<file path="src/rtl/vc_arbiter.sv">
// vc_arbiter: weighted round-robin arbiter moving words from two virtual-channel
// FIFOs (VC0, VC1) into two destination FIFOs (D0, D1). Bit 4 of each head
// word selects the destination. A VC may pop up to its weight in consecutive
// cycles before the other VC, if eligible, takes over. Pops are combinational
// from the registered state; the popped word and its push strobe appear one
// cycle later on registered outputs.
module vc_arbiter (
  input  logic       clk,
  input  logic       reset,
  input  logic       enable,
  input  logic       vc0_empty,
  input  logic       vc1_empty,
  input  logic [5:0] vc0_head,
  input  logic [5:0] vc1_head,
  input  logic       pause_d0,
  input  logic       pause_d1,
  input  logic [3:0] weight_vc0,
  input  logic [3:0] weight_vc1,
  output logic       pop_vc0,
  output logic       pop_vc1,
  output logic [5:0] data_out,
  output logic       push_d0,
  output logic       push_d1,
  output logic [1:0] grant
);

  typedef enum logic [1:0] {
    ST_IDLE = 2'b00,
    ST_VC0  = 2'b01,
    ST_VC1  = 2'b10
  } state_t;

  state_t     state_r;
  logic [3:0] count_r;

  logic       elig0_s;
  logic       elig1_s;
  logic [3:0] eff_w_s;
  logic       burst_done_s;

  // A VC is eligible when it has data and its head's destination is not paused.
  always_comb begin
    elig0_s = 1'b0;
    elig1_s = 1'b0;
    if (!vc0_empty) begin
      elig0_s = vc0_head[4] ? !pause_d1 : !pause_d0;
    end else begin
      elig0_s = 1'b0;
    end
    if (!vc1_empty) begin
      elig1_s = vc1_head[4] ? !pause_d1 : !pause_d0;
    end else begin
      elig1_s = 1'b0;
    end
  end

  // Pop strobes: only the granted VC pops, and never while reset or disabled.
  always_comb begin
    pop_vc0 = 1'b0;
    pop_vc1 = 1'b0;
    if (!reset && enable) begin
      pop_vc0 = (state_r == ST_VC0) && elig0_s;
      pop_vc1 = (state_r == ST_VC1) && elig1_s;
    end else begin
      pop_vc0 = 1'b0;
      pop_vc1 = 1'b0;
    end
  end

  // Burst expiry: this pop is the last one allowed by the current VC's weight
  // (zero weight behaves as one; >= so a lowered weight expires on next pop).
  always_comb begin
    eff_w_s = 4'd1;
    case (state_r)
      ST_VC0:  eff_w_s = (weight_vc0 == 4'd0) ? 4'd1 : weight_vc0;
      ST_VC1:  eff_w_s = (weight_vc1 == 4'd0) ? 4'd1 : weight_vc1;
      default: eff_w_s = 4'd1;
    endcase
    burst_done_s = (({1'b0, count_r} + 5'd1) >= {1'b0, eff_w_s});
  end

  // Arbitration FSM, burst counter and registered output stage.
  always_ff @(posedge clk) begin
    if (reset) begin
      state_r  <= ST_IDLE;
      count_r  <= 4'd0;
      data_out <= 6'd0;
      push_d0  <= 1'b0;
      push_d1  <= 1'b0;
    end else begin
      if (pop_vc0) begin
        data_out <= vc0_head;
        push_d0  <= !vc0_head[4];
        push_d1  <= vc0_head[4];
      end else if (pop_vc1) begin
        data_out <= vc1_head;
        push_d0  <= !vc1_head[4];
        push_d1  <= vc1_head[4];
      end else begin
        push_d0  <= 1'b0;
        push_d1  <= 1'b0;
      end

      if (!enable) begin
        state_r <= ST_IDLE;
        count_r <= 4'd0;
      end else begin
        case (state_r)
          ST_IDLE: begin
            count_r <= 4'd0;
            if (elig0_s) begin
              state_r <= ST_VC0;
            end else if (elig1_s) begin
              state_r <= ST_VC1;
            end else begin
              state_r <= ST_IDLE;
            end
          end
          ST_VC0: begin
            if (pop_vc0) begin
              if (burst_done_s) begin
                count_r <= 4'd0;
                state_r <= elig1_s ? ST_VC1 : ST_VC0;
              end else begin
                count_r <= count_r + 4'd1;
              end
            end else begin
              count_r <= 4'd0;
              state_r <= elig1_s ? ST_VC1 : ST_IDLE;
            end
          end
          ST_VC1: begin
            if (pop_vc1) begin
              if (burst_done_s) begin
                count_r <= 4'd0;
                state_r <= elig0_s ? ST_VC0 : ST_VC1;
              end else begin
                count_r <= count_r + 4'd1;
              end
            end else begin
              count_r <= 4'd0;
              state_r <= elig0_s ? ST_VC0 : ST_IDLE;
            end
          end
          default: begin
            state_r <= ST_IDLE;
            count_r <= 4'd0;
          end
        endcase
      end
    end
  end

  assign grant = state_r;

endmodule

</file>
<file path="config.mk">
export PLATFORM = sky130hd
export DESIGN_NAME = vc_arbiter
export DESIGN_NICKNAME = d
export VERILOG_FILES = /design/src/rtl/vc_arbiter.sv
export SDC_FILE = /design/constraint.sdc
export NUM_CORES = 1
export LEC_CHECK = 0
export CORE_MARGIN = 4
export CORE_UTILIZATION = 30
export CTS_BUF_LIST = sky130_fd_sc_hd__clkbuf_16
export DETAILED_ROUTE_END_ITERATION = 8
export HOLD_SLACK_MARGIN = 0.06
export SLEW_MARGIN = 20
export SYNTH_ARGS = -nofsm -noshare
export SYNTH_HDL_FRONTEND = slang
export SYNTH_SLANG_ARGS = --single-unit
export TNS_END_PERCENT = 10
</file>
<file path="constraint.sdc">
create_clock -name clk -period 2.6 [get_ports clk]
set_input_delay 0.39 -clock clk [delete_from_list [all_inputs] [get_ports clk]]
set_output_delay 0.39 -clock clk [all_outputs]
set_load 0.05 [all_outputs]
</file>
== Word-level counts from Yosys, hierarchy flattened ==
Index checks and enable logic that the tools add are counted.

* Bits in registers: 14
* Input bits: 27
* Logic and storage cells: 56

* $add $sub $neg: 2
* $lt $le $gt $ge: 1
* Equal/unequal tests: 4
* Multiplexer cells: 29
* Bitwise logic cells: 1
* Reductions and logical operators: 14

{| class="wikitable"
|+ Operators with widths
! cell !! number
|-
| $mux W4 || 5
|-
| $mux W2 || 8
|-
| $pmux W4 S2 || 2
|-
| $mux W6 || 2
|-
| $mux W1 || 11
|-
| $logic_not A4 Y1 || 2
|-
| $ne A3 B3 Y1 const B || 2
|-
| $pmux W2 S3 || 1
|-
| $add A4 B1 Y5 const B || 1
|-
| $ge A5 B4 Y1 || 1
|-
| $logic_not A1 Y1 || 5
|-
| $add A4 B1 Y4 const B || 1
|-
| $logic_and A1 B1 Y1 || 3
|-
| $eq A2 B1 Y1 const B || 1
|-
| $eq A2 B2 Y1 const B || 1
|-
| $logic_not A2 Y1 || 1
|-
| $reduce_and A2 Y1 || 1
|-
| $reduce_bool A2 Y1 || 1
|-
| $reduce_or A2 Y1 || 1
|-
| $not A1 Y1 || 1
|}

== Depth between registers and ports, before layout ==
* Depth in word-level cells: 7
* Mapped depth: 10
* Depth with buffers taken out: 9

== Least setup slack after synthesis ==
No wires, ideal clock.

* Path kind: reg2reg
* From: register state_r[1] (netlist: grant[1])
* To: register state_r[0] (netlist: grant[0])
* Arrival time: 2566 ps
* Path slack: -90 ps
* Cell stages (with the launch flop): 11
* Clock period less this slack: 2690 ps
* Cell sequence: dfxtp_1 > inv_1 > ha_1 > buf_2 > o21ai_0 > nand3_1 > ha_1 > nand2b_1 > a211oi_1 > o2111ai_4 > mux2_1

* Word-level cells in the longest chain between the ends: 5
* Elaborated cells on any way between the ends: 15
* Those cells by class: 1 x order compare; 4 x eq/ne; 6 x mux; 4 x reduce/logical

{| class="wikitable"
|+ Ends and longest elaborated chain
! what !! RTL line !! RTL
|-
| start: declaration || 33 || <nowiki>state_t state_r;</nowiki>
|-
| start signal: assignment || 123 || <nowiki>state_r <= elig1_s ? ST_VC1 : ST_VC0;</nowiki>
|-
| start signal: assignment || 129 || <nowiki>state_r <= elig1_s ? ST_VC1 : ST_IDLE;</nowiki>
|-
| start signal: assignment || 136 || <nowiki>state_r <= elig0_s ? ST_VC0 : ST_VC1;</nowiki>
|-
| $eq A2 B2 Y1 or $eq A2 B1 Y1 (tied branches) || - ||
|-
| $pmux W4 S2 (tied with other cells) || 74 || <nowiki>case (state_r)</nowiki>
|-
| $ge A5 B4 Y1 or $mux W1 (tied branches) || 79, 61 ||
|-
| $ne A3 B3 Y1 (no line) (tied with other cells) || - ||
|-
| $reduce_and A2 Y1 (no line) or $pmux W2 S3 (tied branches) || - ||
|}

Several ways; a longest one is shown, not always the timed one.
A chain may end at the register's enable or synchronous reset.

== Final worst setup path ==
* From: input vc0_head[4]
* To: output pop_vc0

* Word-level cells in the longest chain between the ends: 4

{| class="wikitable"
|+ Ends and longest elaborated chain
! what !! RTL line !! RTL
|-
| start: declaration || 13 || <nowiki>input logic [5:0] vc0_head,</nowiki>
|-
| $mux W1 || 46 || <nowiki>elig0_s = vc0_head[4] ? !pause_d1 : !pause_d0;</nowiki>
|-
| $mux W1 || 45 || <nowiki>if (!vc0_empty) begin</nowiki>
|-
| $logic_and A1 B1 Y1 || 62 || <nowiki>pop_vc0 = (state_r == ST_VC0) && elig0_s;</nowiki>
|-
| $mux W1 || 61 || <nowiki>if (!reset && enable) begin</nowiki>
|-
| end: declaration || 19 || <nowiki>output logic pop_vc0,</nowiki>
|}

Every way passes these cells.

==> flow_summary.yaml <==
clock_tree:
  cts_inserted_buffers: 3
  tritoncts: "built"
  clock_latency_ns: 0.24
  cts_root_buffer: "clkbuf_16"
  cts_sinks: 14
  clockBufferDepth: 2
  hold_buffers: 0
  cts.clk_slew.worst_paths_ns: 0.05
  htree_levels: 1
power:
  netSwitchingFraction_pct: 21.3
  internal-power_mw: 0.476
  p_switching_mw: 0.128
  p_clk_share_pct: 47.8
  ir_worst_vdd_mv: 0.408
  seq_power_share_pct: 36.2
  p_comb_share_pct: 16.1
  power.leakage_nw: 0.570
  powerDensity_mw_per_mm2: 398
worst_setup_path:
  crit_required_ns: 2.21
  worst_setup_path_start_kind: "input port"
  regToRegSetupSlack_ns: 0.32
  endpoint_kind: "output pin"
  path_cells: "clkdlybuf4s50_1 -> mux2i_4 -> nand4_4 -> inv_2 -> buf_12"
  cp_max_fo: 9
  critical_path_arrival_ns: 1.92
  cp_slowest_cell: "clkdlybuf4s50_1"
  critPathMaxStageDelay_ns: 0.57
  critPathKind: "in2out"
timing:
  min_period_ns: 2.31
  finalSetupViolations: 0
  hold_slack_ns: 0.480
  finalMaxSlewViolations: 0
  fin_ws_ns: 0.291
  fmax_ghz: 0.433
  maxSlewHeadroom_pct: 64.9
  rsz0062_at_grt: "no"
  fin_crit_sh_pct: 88.8
  report.final.hold_viol_count: 0
  max_slew.worst_pin.slew_ns: 0.525
  clock-skew-final_ns: 0.00187
  final.setup.tns_ns: 0
floorplanning:
  start_util_pct: 31.6
  die_w_microns: 65.0
  core_sq_mm: 0.00308
  die-height_microns: 65.0
  dieArea_sq_mm: 0.00422
  rows: 20
  pin_count: 39
yosys:
  ys_ff_latch: 14
  post-synth-top-area-fraction_pct: 28.8
  ys.flop_type: "dfxtp_1"
  yosys_warnings: 0
  syn_inst: 105
  synthesis.area_sq_um: 973
  syn_area_per_cell_sq_um: 9.27
  seq_area_frac_synth_pct: 28.8
  synth_fp_nets: 141
  synth_edf_count: 0
  synthArstFlopShare_pct: 0
  synthTopCellsByArea: "dfxtp_1 (29%), ha_1 (12%), nand2_1 (6.6%)"
  synth_cell_types: 38
  yosysTopAreaCell: "dfxtp_1"
placement:
  dp_slack_ns: -0.0374
  io_buffer_count: 38
  place_congestion: 0.766
  placed_cell_area_sq_mm: 0.00143
  dp_hpwl_mm: 2.05
layout:
  nets: 184
  final_util_pct: 49.4
  fin_area_sq_mm: 0.00152
  fillers: 297
  diodes: 0
  drive_above_1_share_pct: 14.3
  area_growth_pct: 56.2
drt:
  drt_wl_total_mm: 2.48
  wire_per_inst_microns: 13.0
  drt_iter0_markers: 29
  viasPerCell: 4.84
  drc_errors: 0
  final_antenna_net_count: 0
  dr.pass1.iters: 4
  vias: 924
hold_path:
  worstHoldPathType: "reg2reg"
global_routing:
  grt_first_pass_wirelength_mm: 4.49
  antenna_found_initial: 0
  grt_max_degree: 10
  grt_pass1_vias: 1020
  grt_remaining_overflow: 0
  grt_usage_pct: 13.1
outcome:
  status: "completed"
flow_run:
  maxCapViolations: 0
-- power groups by stage --
| stage | sequential [mW] | clock, mW | combinational [mW] |
|---|---|---|---|
| 2_1_floorplan | 0.228 | 0 | 0.0345 |
| 3_3_place_gp | 0.223 | 0 | 0.0961 |
| 3_5_place_dp | 0.223 | 0 | 0.0973 |
| 4_1_cts | 0.219 | 0.291 | 0.0981 |
| 5_1_grt | 0.219 | 0.303 | 0.105 |
| 6_report | 0.219 | 0.289 | 0.0971 |
-- worst max-delay path: cells and delay by family --
family | cells | cell delay [ns]
simple gates | 1 | 0.21
mux | 1 | 0.38
buf+inv | 3 | 0.93
-- cell usage after synthesis, types with 3 or more instances --
master	number
a21oi_1	4
a22o_1	3
dfxtp_1	14
nand2_1	17
a311oi_1	4
inv_1	5
nor3_1	4
nand2b_1	4
mux2i_1	4
ha_1	9
o21ai_0	4
nand3_1	3
-- flip-flops by register name, summed over array words and instances (netlist names) --
name / cells
data_out: 6
count_r: 4
grant: 2
push_d0: 1
push_d1: 1
-- kinds of logic after synthesis --
group / share of synthesized area [%]
buffers and inverters: 5.14
adder cells (fa/ha/maj): 11.6
multiplexers: 9.13
AO/OA/AOI/OAI: 20.6
flip-flops: 28.8
AND/OR/NAND/NOR: 23.0
XOR/XNOR: 1.80
-- routing by layer --
layer | GRT usage [%] | up-vias | wire [microns]
met5 | 0 | - | 0
met4 | 3.17 | 0 | 9
met3 | 4.85 | 2 | 245
met2 | 22.6 | 34 | 1130
met1 | 15.1 | 417 | 1090
li1 | - | 471 | -
-- metrics by stage --
step           std cells  power [mW]
4_1_cts              191       0.608
3_5_place_dp         187       0.320
6_report             191       0.604
2_1_floorplan        105       0.263
3_3_place_gp         187       0.319
5_1_grt              191       0.626
-- what timing repair did --
action	in CTS	in global routing
resized for setup	0	2
endpoints found under the setup margin	0	6
buffers inserted	0	0
-- cells in the final DEF (no fill, tap or decap), types with 2 or more instances in the layout --
cell type and instances:
nor2b_1 2, a22o_1 3, nor3_1 4, buf_4 4, dfxtp_1 12, clkdlybuf4s50_1 36, nor2_1 2, o21ai_0 4
inv_1 5, nor3b_1 2, nand3_1 3, ha_1 8, a21oi_1 4, clkbuf_16 3, buf_12 2, dfxtp_2 2
a311oi_1 4, mux2i_1 4, nand2b_1 4, nand2_1 17
-- worst paths after layout --
path / from / endpoint / depth (start not counted)
hold reg to reg: data_out[3]$_SDFFE_PP0P_ / data_out[3]$_SDFFE_PP0P_ / 2
hold / removal: data_out[3]$_SDFFE_PP0P_ / data_out[3]$_SDFFE_PP0P_ / 2
setup reg to reg: grant[0]$_SDFFE_PP0P_ / count_r[2]$_SDFF_PP0_ / 10
setup / recovery: vc0_head[4] / pop_vc0 / 5
-- area by class of cell --
class                           count  area (sq um)  area share (%)
Tap cell                           44          55.1            3.62
Timing Repair Buffer               42           430            28.3
Clock buffer                        3          75.1            4.94
Multi-Input combinational cell     81           651            42.8
Inverter                            6          22.5            1.48
Sequential cell                    14           283            18.6
Clock inverter                      1          3.75           0.247
No activity file was read; power rests on OpenSTA's default activity.
==> edit, RTL diff (config.mk and constraints unchanged) <==
Reset style: asynchronous (`reset`), changed in one clocked block.
--- a/src/rtl/vc_arbiter.sv
+++ b/src/rtl/vc_arbiter.sv
@@ -80,7 +80,7 @@
   end
 
   // Arbitration FSM, burst counter and registered output stage.
-  always_ff @(posedge clk) begin
+  always_ff @(posedge clk or posedge reset) begin
     if (reset) begin
       state_r  <= ST_IDLE;
       count_r  <= 4'd0;
Formal check against the unedited RTL: differs if reset is asserted again (counterexample within 4 cycles, from zero or initial values and one cycle with reset high); with reset held inactive, the same outputs for 10 cycles.
==> edit against the original RTL <==
Count of clock-buffer cells in the layout is the same. Clock skew shrank 0.0011 ns. Via count shrank 9.3%. Setup slack lost 0.054 ns. Die area shrank 2.0%. Synthesized area shrank 2.3%. Final cell count shrank 4.2%. Sequential cell count is the same. Wire length shrank 11%. Largest cell class unchanged. Cell area shrank 1.9%. Critical path depth is the same. First-iteration DRC count shrank 14%.
Power is not compared: it rests on default switching activity, and its combinational part moved more than twofold at a synthesized area within 25%.
==> edit: results (changes against the original RTL) <==
The depth of the worst register-to-register path was 9 (-1); the total length of routed wires was 2220 microns (-11%). The largest driver fanout on the critical path was 7 (-2). The worst setup slack before clock tree synthesis was 0.129 ns (+0.167 ns). End of the worst hold path: count_r[0].

The post-place instance area was 1410 sq um (-1.5%). The highest metal layer carrying signal wires in the routed design is met3. The pin count of the biggest net entering global routing is 15 (+5).

The sequential-to-total area share from yosys stat is 0.368 (+0.0805), and the fraction of area in registers is 0.235 (+0.0489). The number of global-route vias before repair is 914 (-10%). For the wire length on met2, the log shows 1040 microns (-8.0%). The run gives 31 (-18%) as the number of library cell types mapped by synthesis.

The multi-input combinational cell count is 75 (-7.4%), and the number of placed instances with taps included is 179 (-4.3%). The logs give 0.000806 ns (-0.00107 ns) for the post-route clock skew and 132 (-6.4%) for the synthesized netlist net count. The global placer's final weighted congestion was 0.782 (+2.1%). The capture point of the critical path was pop_vc1. The multi-input logic portion of the cell area came out at 0.379 (-0.0488). The met3 routed wirelength was 183 microns (-25%). The commonest cells after synthesis are dfrtp_1, nand2_1, o21ai_0. The worst setup slack after layout is 0.237 ns (-0.0536 ns). Layout buffering overhead excluding clock cells: 0.284 (+0.000430). The endpoint identified for the worst register-to-register timing path is grant[1].

For the wire length on met1, the log shows 995 microns (-9.0%). The per-instance average area after synthesis works out to 9.91 sq um (+6.8%). The arrival time reported for the critical path endpoint is 1.97 ns (+0.05 ns), and the fill cell instance count of the final layout is 313 (+5.4%). The clock network area share is 0.0529 (+0.00100), and the fraction of the mapped netlist area in adder cells is 0.118 (+0.00274). Fraction of registers with async set/reset: 1.00 (+1.00). Final-layout worst hold slack: 0.526 ns (+0.0459 ns). The actual slew at the worst max-slew pin is 0.546 ns (+0.0204 ns), and the count of plain and timing-repair buffers is 41 (-2.4%).

The flow ran to the end, and the final reports show no timing, DRC or antenna violations. The number of signal-net inverters in the final layout is 5 (-1). In this run the critical register-to-register path is launched from grant[1].

The number of cells on the worst hold path was 1 (-1). Number of DRC markers after the initial detailed-route iteration: 25 (-14%). Share of synthesized area spent on multiplexers: 0.108 (+0.0166).

The wire length per cell was 12.1 microns (-6.6%). By area the synthesized netlist is led by dfrtp_1, ha_1, mux2i_1. Post-synthesis compound-gate area fraction: 0.130 (-0.0754).

In the synthesized netlist the dominant register cell turns out to be dfrtp_1.
edit: cell count changes after synthesis, moves of 2 or more:
cell,before,now
dfrtp_1,0,14
dfxtp_1,14,0
o21ai_0,4,10
nand2_1,17,12
a311oi_1,4,1
and2_1,0,3
a211oi_1,2,0
a21oi_1,4,2
nand2b_1,4,2
nor3b_1,2,0
or2_1,0,2
edit: metal layers:
metal,GRT usage,up-vias
li1,-,424
met1,0.147,384
met2,0.197,30
met3,0.0351,0
met4,0.0317,0
met5,0,-
edit: kinds of logic (layout without fill, tap and decap cells):
logic type,count (synthesis),after routing
xor+xnor,2,2
fa+ha+maj,9,9
buf+inv,7,50
mux,9,9
flops,14,14
compound gates,20,20
simple gates,35,35
edit: critical path, cell delays in order:
cell             delay (ns)
clkdlybuf4s50_1        0.53
mux2_4                 0.31
and4bb_1               0.38
buf_4                  0.21
buf_12                 0.14
edit: power breakdown:
part / internal, W / switching (W)
logic: 0.000101 / 0.000134
clock network: 0.000203 / 0.0000827
registers: 0.000242 / 0.0000148
